--- src/rtl/shape_sequencer.sv ---
// shape_sequencer: renders border, ring and a selectable centre shape for a
// WIDTH x HEIGHT RGB565 raster. Two debounced buttons step the selection
// up/down through a 7-entry sequence (blank, 3 circles, 3 squares).
// Optional feature macro: SHAPE_SEQ_AUTO_EN (periodic auto-advance of sel).
module shape_sequencer #(
    parameter int WIDTH       = 96,
    parameter int HEIGHT      = 64,
    parameter int BORDER      = 7,
    parameter int SHAPE_HALF  = 8,
    parameter int RING_IN     = 10,
    parameter int RING_OUT    = 12,
    parameter int DEBOUNCE_MS = 200,
    parameter int AUTO_MS     = 2000
) (
    input  logic        clk,
    input  logic        rst,
    input  logic        tick_1k,
    input  logic        btn_up,
    input  logic        btn_down,
    input  logic [12:0] pixel_index,
    output logic [15:0] pixel_color,
    output logic [2:0]  sel
);

    localparam logic [15:0] GREEN  = 16'h07E0;
    localparam logic [15:0] ORANGE = 16'hFC00;
    localparam logic [15:0] RED    = 16'hF800;
    localparam logic [15:0] WHITE  = 16'hFFFF;
    localparam logic [15:0] BLACK  = 16'h0000;

    localparam int CW = $clog2(DEBOUNCE_MS + 1);
    localparam int CX = WIDTH / 2;
    localparam int CY = HEIGHT / 2;

    // Bit 0 is the up button, bit 1 the down button.
    logic [1:0]         sync1_q, sync1_d;
    logic [1:0]         sync2_q, sync2_d;
    logic [1:0]         stable_q, stable_d;
    logic [1:0][CW-1:0] cnt_q, cnt_d;
    logic [1:0]         press_q, press_d;
    logic [2:0]         sel_q, sel_d;
    logic [15:0]        pixel_color_q, pixel_color_d;
    logic               auto_step;

    // Two-flop synchronisers for the raw button inputs.
    always_comb begin
        sync1_d = {btn_down, btn_up};
        sync2_d = sync1_q;
    end

    // Debouncer: count ticks while the input disagrees with the stable state;
    // accept after DEBOUNCE_MS ticks and emit a press on an accepted 0->1.
    always_comb begin
        stable_d = stable_q;
        cnt_d    = cnt_q;
        press_d  = '0;
        for (int i = 0; i < 2; i++) begin
            if (sync2_q[i] == stable_q[i]) begin
                cnt_d[i] = '0;
            end else if (tick_1k) begin
                if (cnt_q[i] == CW'(DEBOUNCE_MS - 1)) begin
                    stable_d[i] = sync2_q[i];
                    cnt_d[i]    = '0;
                end else begin
                    cnt_d[i] = cnt_q[i] + 1'b1;
                end
            end
            press_d[i] = stable_d[i] & ~stable_q[i];
        end
    end

`ifdef SHAPE_SEQ_AUTO_EN
    localparam int AW = $clog2(AUTO_MS + 1);
    logic [AW-1:0] auto_q, auto_d;

    // Auto-advance timer; any accepted press restarts the period and wins.
    always_comb begin
        auto_d    = auto_q;
        auto_step = 1'b0;
        if (press_q != 2'b00) begin
            auto_d = '0;
        end else if (tick_1k) begin
            if (auto_q == AW'(AUTO_MS - 1)) begin
                auto_d    = '0;
                auto_step = 1'b1;
            end else begin
                auto_d = auto_q + 1'b1;
            end
        end
    end

    // Auto counter register.
    always_ff @(posedge clk) begin
        if (rst) auto_q <= '0;
        else     auto_q <= auto_d;
    end
`else
    assign auto_step = 1'b0;
`endif

    // Selection step with wrap; simultaneous up+down cancels.
    always_comb begin
        sel_d = sel_q;
        case (press_q)
            2'b01:   sel_d = (sel_q == 3'd6) ? 3'd0 : sel_q + 3'd1;
            2'b10:   sel_d = (sel_q == 3'd0) ? 3'd6 : sel_q - 3'd1;
            2'b11:   sel_d = sel_q;
            default: if (auto_step) sel_d = (sel_q == 3'd6) ? 3'd0 : sel_q + 3'd1;
        endcase
    end

    logic [12:0]        x_w, y_w;
    logic signed [7:0]  dx, dy;
    logic [7:0]         adx, ady;
    logic [15:0]        d2;
    logic [15:0]        shape_col;

    // Pixel colour: border > centre box > ring > background.
    always_comb begin
        x_w       = pixel_index % 13'(WIDTH);
        y_w       = pixel_index / 13'(WIDTH);
        dx        = signed'(x_w[7:0] - 8'(CX));
        dy        = signed'(y_w[7:0] - 8'(CY));
        adx       = dx[7] ? 8'(-dx) : 8'(dx);
        ady       = dy[7] ? 8'(-dy) : 8'(dy);
        d2        = 16'(adx) * 16'(adx) + 16'(ady) * 16'(ady);
        shape_col = (sel_q == 3'd1 || sel_q == 3'd4) ? GREEN :
                    (sel_q == 3'd2 || sel_q == 3'd5) ? ORANGE : RED;

        pixel_color_d = BLACK;
        if (pixel_index >= 13'(WIDTH * HEIGHT)) begin
            pixel_color_d = BLACK;
        end else if (x_w < 13'(BORDER) || x_w >= 13'(WIDTH - BORDER) ||
                     y_w < 13'(BORDER) || y_w >= 13'(HEIGHT - BORDER)) begin
            pixel_color_d = RED;
        end else if (adx <= 8'(SHAPE_HALF) && ady <= 8'(SHAPE_HALF)) begin
            if (sel_q == 3'd0)
                pixel_color_d = BLACK;
            else if (sel_q <= 3'd3)
                pixel_color_d = (d2 <= 16'(SHAPE_HALF * SHAPE_HALF)) ? shape_col : BLACK;
            else
                pixel_color_d = shape_col;
        end else if (d2 >= 16'(RING_IN * RING_IN) && d2 <= 16'(RING_OUT * RING_OUT)) begin
            pixel_color_d = (sel_q <= 3'd3) ? ORANGE : WHITE;
        end
    end

    // State registers with synchronous reset.
    always_ff @(posedge clk) begin
        if (rst) begin
            sync1_q       <= '0;
            sync2_q       <= '0;
            stable_q      <= '0;
            cnt_q         <= '0;
            press_q       <= '0;
            sel_q         <= '0;
            pixel_color_q <= '0;
        end else begin
            sync1_q       <= sync1_d;
            sync2_q       <= sync2_d;
            stable_q      <= stable_d;
            cnt_q         <= cnt_d;
            press_q       <= press_d;
            sel_q         <= sel_d;
            pixel_color_q <= pixel_color_d;
        end
    end

    assign pixel_color = pixel_color_q;
    assign sel         = sel_q;

endmodule

--- config.mk ---
export PLATFORM = sky130hd
export DESIGN_NAME = shape_sequencer
export DESIGN_NICKNAME = d
export VERILOG_FILES = /design/src/rtl/shape_sequencer.sv
export SDC_FILE = /design/constraint.sdc
export NUM_CORES = 1
export LEC_CHECK = 0
export ABC_CLOCK_PERIOD_IN_PS = 14000
export CAP_MARGIN = 20
export CORE_AREA = 2 2 123 125
export CTS_BUF_LIST = sky130_fd_sc_hd__clkbuf_4 sky130_fd_sc_hd__clkbuf_8
export DETAILED_ROUTE_END_ITERATION = 6
export DIE_AREA = 0 0 125 127
export REMOVE_ABC_BUFFERS = 1
export SLEW_MARGIN = 30
export SYNTH_ARGS = -nofsm -noshare
export SYNTH_HDL_FRONTEND = slang
export SYNTH_SLANG_ARGS = --single-unit
--- constraint.sdc ---
create_clock -name clk -period 14 [get_ports clk]
set_input_delay 3.5 -clock clk [delete_from_list [all_inputs] [get_ports clk]]
set_output_delay 3.5 -clock clk [all_outputs]
set_load 0.01 [all_outputs]
Word level (Yosys, flattened, before mapping)
Index checks and enable logic that the tools add are counted.

Logic and storage cells: 83. Output and inout port bits: 19. Input bits: 18. Register bits: 43.

$lt $le $gt $ge: 11. $add $sub $neg: 9. Eq/ne operators: 11. Multiplexer cells: 22. Reductions and logical operators: 13. Multipliers: 2. Divide/modulo/power cells: 2. Bitwise operators: 4.

Operators with widths (number): $mux 16 (7); $mul 8x8->16 (2); $mux 8 (4); $lt 13x3->1 const B (2); $add 16x16->16 (1); $add 8x1->8 const B (2); $eq 8x8->1 const B (2); $ge 16x7->1 const B (1); $le 16x7->1 const B (1); $le 16x8->1 const B (1); $le 8x4->1 const B (2); $neg 8->8 (2); $sub 8x6->8 const B (2); $div 13x7->13 const B (1); $ge 13x13->1 const B (1); $ge 13x6->1 const B (1); $ge 13x7->1 const B (1); $mod 13x7->13 const B (1); $mux 11 (1); $mux 10 (1); $eq 3x3->1 const B (3); $mux 1 (6); $mux 3 (2); $pmux 3 s2 (1); 16 further kinds (26).

Logic depth before layout (Yosys ltp)
Depth in word-level cells: 12. Mapped depth: 40. Gate-level depth less buffers: 36.

Worst setup path before layout
Ideal clock, no wire load.

Path type: input -> register. Start: in pixel_index[10]. End: reg pixel_color_q[9] (netlist: pixel_color[9]). Library setup time: 0.070 ns. Cell stages on the path: 33. Required time: 13.930 ns. Arrival: 12.246 ns. Buffers on the path: 2. Setup slack: 1.684 ns. Path through: buf_6 > nand2b_1 > and2_1 > a221oi_4 > nand3_4 > buf_1 > a31oi_1 > nor2_1 > a2111oi_4 > ha_1 > o21ai_0 > a2111oi_2 > o21ai_0 > nor3b_1 > inv_1 > fa_1 > fa_1 > fa_1 > fa_1 > fa_1 > inv_1 > fa_1 > inv_1 > ha_1 > nor2b_1 > a32o_1 > a2111oi_0 > nand3_1 > nor4_1 > nand2_1 > o31a_1 > or4_1 > a21oi_1.

Word-level cells in the longest chain between the ends: 11. Elaborated cells on any way between the ends: 32. Those cells by class: add/sub: 5; mul: 2; div: 2; order compare: 10; mux: 7; reduce/logical: 6.

Ends and longest elaborated chain: start, declared (line 20) `input logic [12:0] pixel_index,`; $mod 13x7->13 / $div 13x7->13 (equally long branches) (line 120, 121); $sub 8x6->8 (on tied branches) (line 122, 123); $neg 8->8 (on tied branches) (line 124, 125); $mux 8 (on tied branches) (line 124, 125); $mul 8x8->16 (line 126) `d2 = 16'(adx) * 16'(adx) + 16'(ady) * 16'(ady);`; $add 16x16->16 (line 126); $le 16x7->1 (line 140) `pixel_color_d = (d2 <= 16'(SHAPE_HALF * SHAPE_HALF)) ? shape_col : BLACK;`; $mux 16 (line 140); $mux 16 (line 139) `else if (sel_q <= 3'd3)`; $mux 16 (line 137) `if (sel_q == 3'd0)`; $mux 16 (line 136) `end else if (adx <= 8'(SHAPE_HALF) && ady <= 8'(SHAPE_HALF)) begin`; end signal, assigned (line 165) `pixel_color_q <= pixel_color_d;`; end, declared (line 42) `logic [15:0] pixel_color_q, pixel_color_d;`.

Parallel ways exist; a longest one is shown, timed or not. A chain may end at the register's enable or synchronous reset.

Worst setup path after layout
Start: in pixel_index[11]. End: reg pixel_color_q[9] (netlist: pixel_color[9]).

Same word-level chain as after synthesis.

==> results.json <==
{
  "cts-root-buf": "clkbuf_8",
  "tightest_slew_ns": 0.871,
  "wire_per_inst_um": 13.9,
  "avgSynthCellArea_um2": 8.31,
  "area_growth_syn_to_layout_pct": 10.7,
  "fillers": 1448,
  "clock_skew_ns": 0.00817,
  "initial_utilization_pct": 42.2,
  "setup_viol": 0,
  "track_usage_pct": 17.4,
  "critPathKind": "input pin to flop",
  "hold_path_class": "flop to flop",
  "fin_setup_tns_ns": 0,
  "die_w_um": 125,
  "ys_warn_count": 0,
  "synth_edf_count": 0,
  "drtIter0Drc": 284,
  "slowest_delay_ns": 0.71,
  "syn_area_um2": 6090,
  "drive_above_1_share_pct": 5.38,
  "io_buffers": 36,
  "max_slew_margin_pct": 41.5,
  "r2r_setup_slack_ns": 12.31,
  "end_kind": "flop",
  "final_common_cell": "inv_1",
  "max_cap_viol_count": 0,
  "crit_required_ns": 14.21,
  "reg2reg_depth": 6,
  "routed_wl_um": 13400,
  "place_congestion": 0.864,
  "crit_arrival_ns": 13.43,
  "vias_per_cell": 5.25,
  "grt-ovfl-total": 0,
  "synthArstFlopShare_pct": 0,
  "cp_max_fo": 19,
  "finalHoldViolations": 0,
  "grt_pass1_vias": 5039,
  "cts_hold_buf": 0,
  "first_pass_iters": 6,
  "grt_pass1_wl_um": 23300,
  "rsz0062_at_grt": "false",
  "synth-seq-area-share_pct": 10.2,
  "crit_slowest_cell": "clkdlybuf4s50_1",
  "period_share_pct": 94.5,
  "finish.net_count": 932,
  "min_period_ns": 13.23,
  "fmax_mhz": 75.6,
  "grt_max_degree": 27,
  "dieHeight_um": 127,
  "fp.dieArea_um2": 15900,
  "post_cts_buffers": 0,
  "dr_total_vias": 5061,
  "cts_tree": "done",
  "cts_resized": 0,
  "post-route-drc-count": 0,
  "synth_top_flop_cell": "dfxtp_1",
  "clock_latency_ns": 0.28,
  "coreArea_um2": 14400,
  "numCtsBuffers": 5,
  "ant_nets": 0,
  "htree_levels": 2,
  "diodes": 0,
  "final_cell_mix": "inv_1 (110), nor2_1 (84), fa_1 (71)",
  "clock_sinks": 31,
  "startpoint": "pixel_index[11]",
  "ys_seq_elements": 31,
  "place_hpwl_um": 11300,
  "yosysUniqueCellTypes": 81,
  "grt_antenna_before_repair": 0,
  "status": "complete, no violations",
  "r2r_end": "sel[0]$_SDFFE_PP0P_",
  "crit_top_cell": "fa_1",
  "path_clk_slew_ns": 0.07,
  "worstHoldStart": "sync1_q[1]$_SDFF_PP0_",
  "slew_violations": 0,
  "row_count": 44,
  "pin_count": 37,
  "startpoint_type": "input pin",
  "cts_buffer_depth": 2,
  "rr_startpoint": "sel[0]$_SDFFE_PP0P_",
  "synth_cells": 733,
  "cp-endpoint": "pixel_color[9]$_SDFF_PP0_"
}
## cells in the mapped netlist, types with 4 or more instances
master | count | area [um2]
dfxtp_1 | 31 | 621
buf_2 | 5 | 25.0
a21oi_1 | 28 | 140
nor4_1 | 9 | 56.3
xnor2_1 | 17 | 149
buf_4 | 13 | 97.6
o22ai_1 | 4 | 25.0
nand2b_1 | 12 | 75.1
nand4_1 | 9 | 56.3
buf_6 | 4 | 45.0
nand2_1 | 52 | 195
o21ai_0 | 15 | 75.1
a21o_1 | 4 | 30.0
and3_1 | 5 | 31.3
clkbuf_1 | 15 | 56.3
nor3_1 | 14 | 70.1
ha_1 | 63 | 788
o31ai_1 | 4 | 30.0
inv_1 | 110 | 413
nor2b_1 | 11 | 68.8
xor2_1 | 17 | 149
nand3_1 | 16 | 80.1
a31oi_1 | 11 | 68.8
mux2i_1 | 11 | 110
nand3b_1 | 4 | 30.0
fa_1 | 71 | 1420
o211ai_1 | 4 | 30.0
o21a_1 | 5 | 37.5
and2_1 | 7 | 43.8
nor2_1 | 84 | 315
or2_2 | 4 | 25.0
## registers in the layout, indices dropped and copies added, names as in the netlist
name         cells
pixel_color      4
sel              3
sync2_q          2
cnt_q           16
press_q          2
sync1_q          2
stable_q         2
## metrics by stage
step                      hold WS [ns]  worst slack (ns)  std cells  utilization (%)  instance area (um2)
after floorplan                  0.414              1.87        726                -                 5980
after global placement           0.421             0.778        957             46.1                 6660
after detailed placement         0.428             0.580        957             46.1                 6660
after CTS                        0.452             0.822        964             46.7                 6740
after global routing             0.463             0.117        964             46.7                 6740
final                            0.447             0.773        964             46.7                 6740
## per-layer routing
layer / routed length [um] / vias to the layer above / global-route usage (%) / part of all wire, %
met5: 0 / - / 0 / 0
met4: 142 / 0 / 2.88 / 1.1
met3: 390 / 16 / 1.34 / 2.9
met2: 6810 / 105 / 31.3 / 51
met1: 6100 / 2429 / 23.3 / 45
li1: - / 2511 / - / -
## critical path: cells and delay by family
kind,cells,cell delay [ns]
adder cells (fa/ha/maj),8,3.25
AO/OA/AOI/OAI,10,2.39
buffers and inverters,7,1.30
AND/OR/NAND/NOR,13,2.81
multiplexers,1,0.15
## layout make-up
class	count	area, um2	area share [%]
inverter	110	413	6.12
tap	184	230	3.41
clock buffer	6	82.6	1.22
clock inverter	1	5.00	0.0742
multi-input combinational	585	4950	73.4
timing repair buffer	47	443	6.57
sequential	31	621	9.20
## cell families (layout without fill, tap and decap cells)
group / count (synthesis) / in the layout / synth area share (%)
AND/OR/NAND/NOR: 246 / 246 / 20.2
other: 2 / 35 / 0.123
multiplexers: 13 / 13 / 2.28
AO/OA/AOI/OAI: 120 / 120 / 14.8
flip-flops: 31 / 31 / 10.2
buffers and inverters: 150 / 164 / 10.6
adder cells (fa/ha/maj): 136 / 136 / 36.6
XOR/XNOR: 35 / 35 / 5.15
## worst min path at each step
| stage | slack [ns] | to | depth (start not counted) |
|---|---|---|---|
| after floorplan | 0.41 | sync2_q[0]$_SDFF_PP0_ | 1 |
| after global placement | 0.42 | sync2_q[1]$_SDFF_PP0_ | 1 |
| after detailed placement | 0.43 | sync2_q[1]$_SDFF_PP0_ | 1 |
| after CTS | 0.45 | sync2_q[1]$_SDFF_PP0_ | 1 |
| after global routing | 0.46 | sync2_q[1]$_SDFF_PP0_ | 1 |
| final | 0.45 | sync2_q[1]$_SDFF_PP0_ | 1 |
Power is not shown: default switching activity piles up to over one toggle a cycle in this logic, so the estimate is an artifact.
